[src/rtl/audio_meter_pkg.sv]
// Shared constants and types for the audio level meter and anything that consumes its
// 0..8 level index (volume control, AGC).
package audio_meter_pkg;

    localparam int LEVEL_W   = 4;
    localparam int LEVEL_MAX = 8;

    typedef logic [LEVEL_W-1:0] level_t;

    // Entry i is the smallest peak that reaches level i+1; 6 dB apart.
    localparam logic [15:0] LEVEL_THRESH [LEVEL_MAX] = '{
        16'd128, 16'd256, 16'd512, 16'd1024,
        16'd2048, 16'd4096, 16'd8192, 16'd16384
    };

endpackage

[src/rtl/audio_level_meter_quantize.sv]
// Maps an unsigned peak magnitude onto the 0..8 level index in 6 dB steps.
module level_quantize
    import audio_meter_pkg::*;
(
    input  logic [15:0] i_peak,
    output level_t      o_q
);

    always_comb begin
        o_q = '0;
        for (int i = 0; i < LEVEL_MAX; i++) begin
            if (i_peak >= LEVEL_THRESH[i]) begin
                o_q = level_t'(i + 1);
            end
        end
    end

endmodule

[src/rtl/audio_level_meter.sv]
// Windowed peak meter: abs stage, per-window max, quantised level with instant attack
// and slow release, plus a sticky clip flag.
module audio_level_meter
    import audio_meter_pkg::*;
#(
    parameter int WINDOW_LEN      = 480,
    parameter int RELEASE_WINDOWS = 4,
    parameter int CLIP_THRESH     = 32767
) (
    input  logic               clk,
    input  logic               rst_n,
    input  logic signed [15:0] sample_in,
    input  logic               sample_valid,
    input  logic               clip_clr,
    output level_t             level,
    output logic               level_valid,
    output logic [15:0]        peak,
    output logic               clip
);

    localparam int CNT_W = $clog2(WINDOW_LEN);
    localparam int RC_W  = $clog2(RELEASE_WINDOWS + 1);

    // -32768 has no positive twin in 16 bits, so it pins to full scale.
    function automatic logic [15:0] sat_abs(input logic signed [15:0] x);
        if (x == -16'sd32768) begin
            return 16'd32767;
        end else if (x < 0) begin
            return 16'(-x);
        end
        return 16'(x);
    endfunction

    logic [15:0]      w_abs;
    logic [15:0]      r_abs_p1;
    logic             r_vld_p1;
    logic [15:0]      r_acc_p2;
    logic [CNT_W-1:0] r_win_cnt_p2;
    logic [RC_W-1:0]  r_rel_cnt;
    logic [RC_W-1:0]  w_rel_inc;
    logic [RC_W-1:0]  w_rel_nxt;
    logic [15:0]      w_peak_new;
    logic             w_win_last;
    level_t           w_q;
    level_t           w_level_nxt;

    assign w_abs = sat_abs(sample_in);

    // ---- stage 1: magnitude register and clip detection ----
    always_ff @(posedge clk) begin
        if (sample_valid) begin
            r_abs_p1 <= w_abs;
        end
    end

    always_ff @(posedge clk or negedge rst_n) begin
        if (!rst_n) begin
            r_vld_p1 <= 1'b0;
            clip     <= 1'b0;
        end else begin
            r_vld_p1 <= sample_valid;
            if (sample_valid && (w_abs >= 16'(CLIP_THRESH))) begin
                clip <= 1'b1;
            end else if (clip_clr) begin
                clip <= 1'b0;
            end
        end
    end

    // ---- stage 2: window max, quantise, ballistics ----
    assign w_peak_new = (r_abs_p1 > r_acc_p2) ? r_abs_p1 : r_acc_p2;
    assign w_win_last = (r_win_cnt_p2 == CNT_W'(WINDOW_LEN - 1));
    assign w_rel_inc  = r_rel_cnt + RC_W'(1);

    level_quantize u_quant (
        .i_peak (w_peak_new),
        .o_q    (w_q)
    );

    always_comb begin
        w_level_nxt = level;
        w_rel_nxt   = r_rel_cnt;
        if (w_q > level) begin
            w_level_nxt = w_q;
            w_rel_nxt   = '0;
        end else if (w_q == level) begin
            w_rel_nxt = '0;
        end else if (w_rel_inc == RC_W'(RELEASE_WINDOWS)) begin
            w_level_nxt = level - level_t'(1);
            w_rel_nxt   = '0;
        end else begin
            w_rel_nxt = w_rel_inc;
        end
    end

    always_ff @(posedge clk or negedge rst_n) begin
        if (!rst_n) begin
            r_acc_p2     <= '0;
            r_win_cnt_p2 <= '0;
            r_rel_cnt    <= '0;
            level        <= '0;
            level_valid  <= 1'b0;
            peak         <= '0;
        end else begin
            level_valid <= 1'b0;
            if (r_vld_p1) begin
                if (w_win_last) begin
                    peak         <= w_peak_new;
                    level        <= w_level_nxt;
                    r_rel_cnt    <= w_rel_nxt;
                    level_valid  <= 1'b1;
                    r_acc_p2     <= '0;
                    r_win_cnt_p2 <= '0;
                end else begin
                    r_acc_p2     <= w_peak_new;
                    r_win_cnt_p2 <= r_win_cnt_p2 + CNT_W'(1);
                end
            end
        end
    end

endmodule

[config.mk]
export PLATFORM = sky130hd
export DESIGN_NAME = audio_level_meter
export DESIGN_NICKNAME = d
export VERILOG_FILES = /design/src/rtl/audio_meter_pkg.sv /design/src/rtl/audio_level_meter_quantize.sv /design/src/rtl/audio_level_meter.sv
export SDC_FILE = /design/constraint.sdc
export NUM_CORES = 1
export LEC_CHECK = 0
export BUFFER_PORTS_ARGS = -buffer_cell sky130_fd_sc_hd__buf_4
export CORE_MARGIN = 2
export CORE_UTILIZATION = 40
export DETAILED_ROUTE_END_ITERATION = 16
export HOLD_SLACK_MARGIN = 0.06
export PLACE_DENSITY_LB_ADDON = 0.2
export SLEW_MARGIN = 15
export SYNTH_ARGS = -nofsm -noshare
export SYNTH_HDL_FRONTEND = slang
export SYNTH_SLANG_ARGS = --single-unit
[constraint.sdc]
create_clock -name clk -period 6.1 [get_ports clk]
set_input_delay 0.61 -clock clk [delete_from_list [all_inputs] [get_ports clk]]
set_output_delay 0.61 -clock clk [all_outputs]
set_load 0.1 [all_outputs]
==> flow_summary.toml <==
[floorplanning]
die_h_um = 104
start_util_pct = 41.1
fp.dieW_um = 104
core_mm2 = 0.00973
ios = 42
dieArea_mm2 = 0.0108
row_count = 36

[final_layout]
post-route-util_pct = 47.0
final_nets = 501
design_area_mm2 = 0.00457
drive_gt1_share_pct = 14.1
insertedDiodeCount = 0
syn_to_final_growth_pct = 14.3
final.fill_count = 960

[routing]
dr_wl_met2_um = 3810
detail_route.vias_per_cell = 5.40
wl_met3_um = 336
drt_iter0_markers = 102
top_layer = "met4"
drc_errors = 0
dr.pass1.iters = 4
wl_met1_um = 4220
ant_nets = 0
wl_per_cell_um = 14.4
drt_wl_total_um = 8550
num_vias = 3207

[worst_setup_path]
cp-end-kind = "register"
cp.depth = 12
crit_family = "compound AO/OA/AOI/OAI gates"
reg2reg_depth = 12
cp_max_fo = 15
slowest_stage = "a31oi_2"
cp.arrival_ns = 4.59
slowest_delay_ns = 0.88
path_cells = "ha_1 -> nand4_1 -> a2111o_1 -> a31oi_2 -> mux2_2 -> ha_1 -> inv_1 -> a21oi_1 -> o21ai_0 -> nor2_1 -> and4_1 -> a211o_1"
cp.required_ns = 6.34
startpoint_type = "register"
rrSetupSlack_ns = 1.75
crit_type = "register to register"
crit_buf_inv = 1
cp_common_cell = "ha_1"

[power_and_ir_drop]
power.density_mw_per_mm2 = 328
power.leakage_nw = 2.08
vdd_drop_max_mv = 0.124
total_power_mw = 1.50

[placed_design]
place_area_mm2 = 0.00442
place_hpwl_um = 6250
globalplace.congestion = 0.874
io_buffers = 41

[clock_tree]
cts_root_buffer = "clkbuf_8"
cts.htree.levels = 3
path_clk_slew_ns = 0.07
post-cts-setup-buffers = 0
numCtsBuffers = 9
numClockSinks = 67
cts_resized = 0
clockBufferDepth = 2
tritoncts = "yes"
insertion_delay_ns = 0.35
cts_hold_buf = 0

[timing]
rsz0062_at_grt = "false"
finalSetupViolCount = 0
max_freq_mhz = 230
worst_pin_slew_ns = 1.08
skew_ns = 0.00929
whs_ns = 0.290
max_slew_margin_pct = 27.8
min_period_ns = 4.35
fin_crit_sh_pct = 71.2
tns_ns = 0
finalHoldViolCount = 0
report.final.slew_viol_count = 0

[logic_synthesis]
ys_seq_elements = 67
synthAdderAreaFrac_pct = 7.82
yosys.area_share.xor_xnor_pct = 3.29
yosysUniqueCellTypes = 54
ys.flop_type = "dfrtp_1"
ys_async_sr_fraction_pct = 76.1
synth_edf_count = 16
netlist_instances = 419
synth.cell_area_mm2 = 0.00400
muxShareOfSynthArea_pct = 6.13
seq_area_frac_synth_pct = 43.9
synth_top_family_by_area = "compound AO/OA/AOI/OAI gates"
synth_compound_area_share_pct = 17.3
yosys.area_share.simple_pct = 16.7
synth.avg_cell_area_um2 = 9.54
yosysWarnings = 0
synth_fp_nets = 464

[run_status]
outcome = "finished clean"

[grt]
grt_pass1_vias = 3050
grt_max_degree = 52
grt_antenna_before_repair = 0
grt_pass1_wl_um = 14800
grt.total_usage_pct = 16.7
overflow = 0

[job]
maxCapViolCount = 0

[min_path]
hold_path_class = "input port to asynchronous set/reset pin"
-- state kept, by name, indices dropped and copies added, names as in the netlist --
register,flops
level_valid,1
r_vld_p1,1
r_acc_p2,16
r_abs_p1,16
peak,16
clip,1
r_win_cnt_p2,9
level,4
r_rel_cnt,3
-- metrics by stage --
| stage | instances | setup WS [ns] |
|---|---|---|
| 5_1_grt | 594 | 1.43 |
| 3_5_place_dp | 578 | 1.76 |
| 3_3_place_gp | 578 | 1.85 |
| 2_1_floorplan | 419 | 2.61 |
| 6_report | 594 | 1.75 |
| 4_1_cts | 594 | 1.74 |
-- final cells by class --
cell class	instances	area [µm²]	area share, %
timing repair buffer	44	330	7.23
tap	133	166	3.64
clock inverter	4	17.5	0.383
sequential	67	1760	38.4
inverter	29	109	2.38
clock buffer	12	135	2.96
multi-input combinational	305	2050	45.0
-- cells in the mapped netlist (all sizes together), types with 2 or more instances --
cell type	number	area, µm²
o41ai	3	26.3
o31ai	6	45.0
o21ai	36	180
nand2	53	199
nand3	6	30.0
inv	29	109
nand4b	2	17.5
a31oi	4	25.0
xor2	8	70.1
a22o	17	149
nor4	5	37.5
ha	25	313
a211oi	4	35.0
nand4	11	68.8
mux2i	20	200
a41oi	2	17.5
edfxtp	16	480
mux2	4	45.0
nor3b	3	22.5
or4	3	26.3
nor3	5	25.0
a211o	2	17.5
dfrtp	51	1280
clkbuf	13	48.8
nor2b	6	37.5
and3	5	31.3
or3	2	12.5
a21oi	21	105
nor2	26	97.6
o21bai	2	15.0
nand3b	2	15.0
xnor2	7	61.3
buf	5	36.3
-- logic make-up after synthesis --
| family | Yosys count |
|---|---|
| flip-flops | 67 |
| AND/OR/NAND/NOR | 135 |
| adder cells (fa/ha/maj) | 25 |
| multiplexers | 24 |
| AO/OA/AOI/OAI | 106 |
| buffers and inverters | 47 |
| XOR/XNOR | 15 |
-- worst paths after layout --
| kind | from | endpoint |
|---|---|---|
| worst max-delay path | r_abs_p1[10] | level[2] |
| worst min-delay path | rst_n | level_valid |
| worst max register to register | r_abs_p1[10] | level[2] |
| worst min register to register | peak[15] | peak[15] |
| max in group asynchronous | rst_n | peak[9] |
| min in group clk | peak[15] | peak[15] |
-- worst register-to-register path: stages, from the launching register on --
cell and delay (ns):
edfxtp_1 0.51, ha_1 0.36, nand4_1 0.16, a2111o_1 0.39, a31oi_2 0.88, mux2_2 0.45, ha_1 0.19, inv_1 0.05
a21oi_1 0.08, o21ai_0 0.49, nor2_1 0.20, and4_1 0.24, a211o_1 0.26
-- cells in the final DEF, fill, tap and decap left out, types with 3 or more instances in the layout --
cell      Yosys  layout
nand2_1      53      53
o41ai_1       3       3
and3_1        5       5
o21ai_0      34      34
a21oi_1      21      21
dfrtp_1      51      51
o31ai_1       6       6
clkbuf_1     13       3
nand4_1      11      11
ha_1         25      25
nor2b_1       6       6
clkbuf_8      0       9
nor3_1        5       5
nor4_1        4       4
a211oi_1      3       3
xnor2_1       7       7
xor2_1        8       8
nor2_1       26      26
mux2_2        4       4
a22o_1       17      17
inv_1        29      29
buf_4         2      44
mux2i_1      20      20
nand3_1       6       6
edfxtp_1     16      16
nor3b_1       3       3
a31oi_1       4       3
-- power by group --
part	internal, mW	leakage [nW]	switching [mW]
sequential	0.542	0.830	0.0879
clock	0.144	0.0792	0.161
combinational	0.256	1.17	0.308
total	0.942	2.08	0.557
-- routing by layer --
layer	vias to the layer above	track usage, %
li1	1590	-
met1	1529	23.5
met2	75	25.4
met3	13	2.76
met4	0	7.72
met5	-	0
No activity file was read; power rests on OpenSTA's default activity.
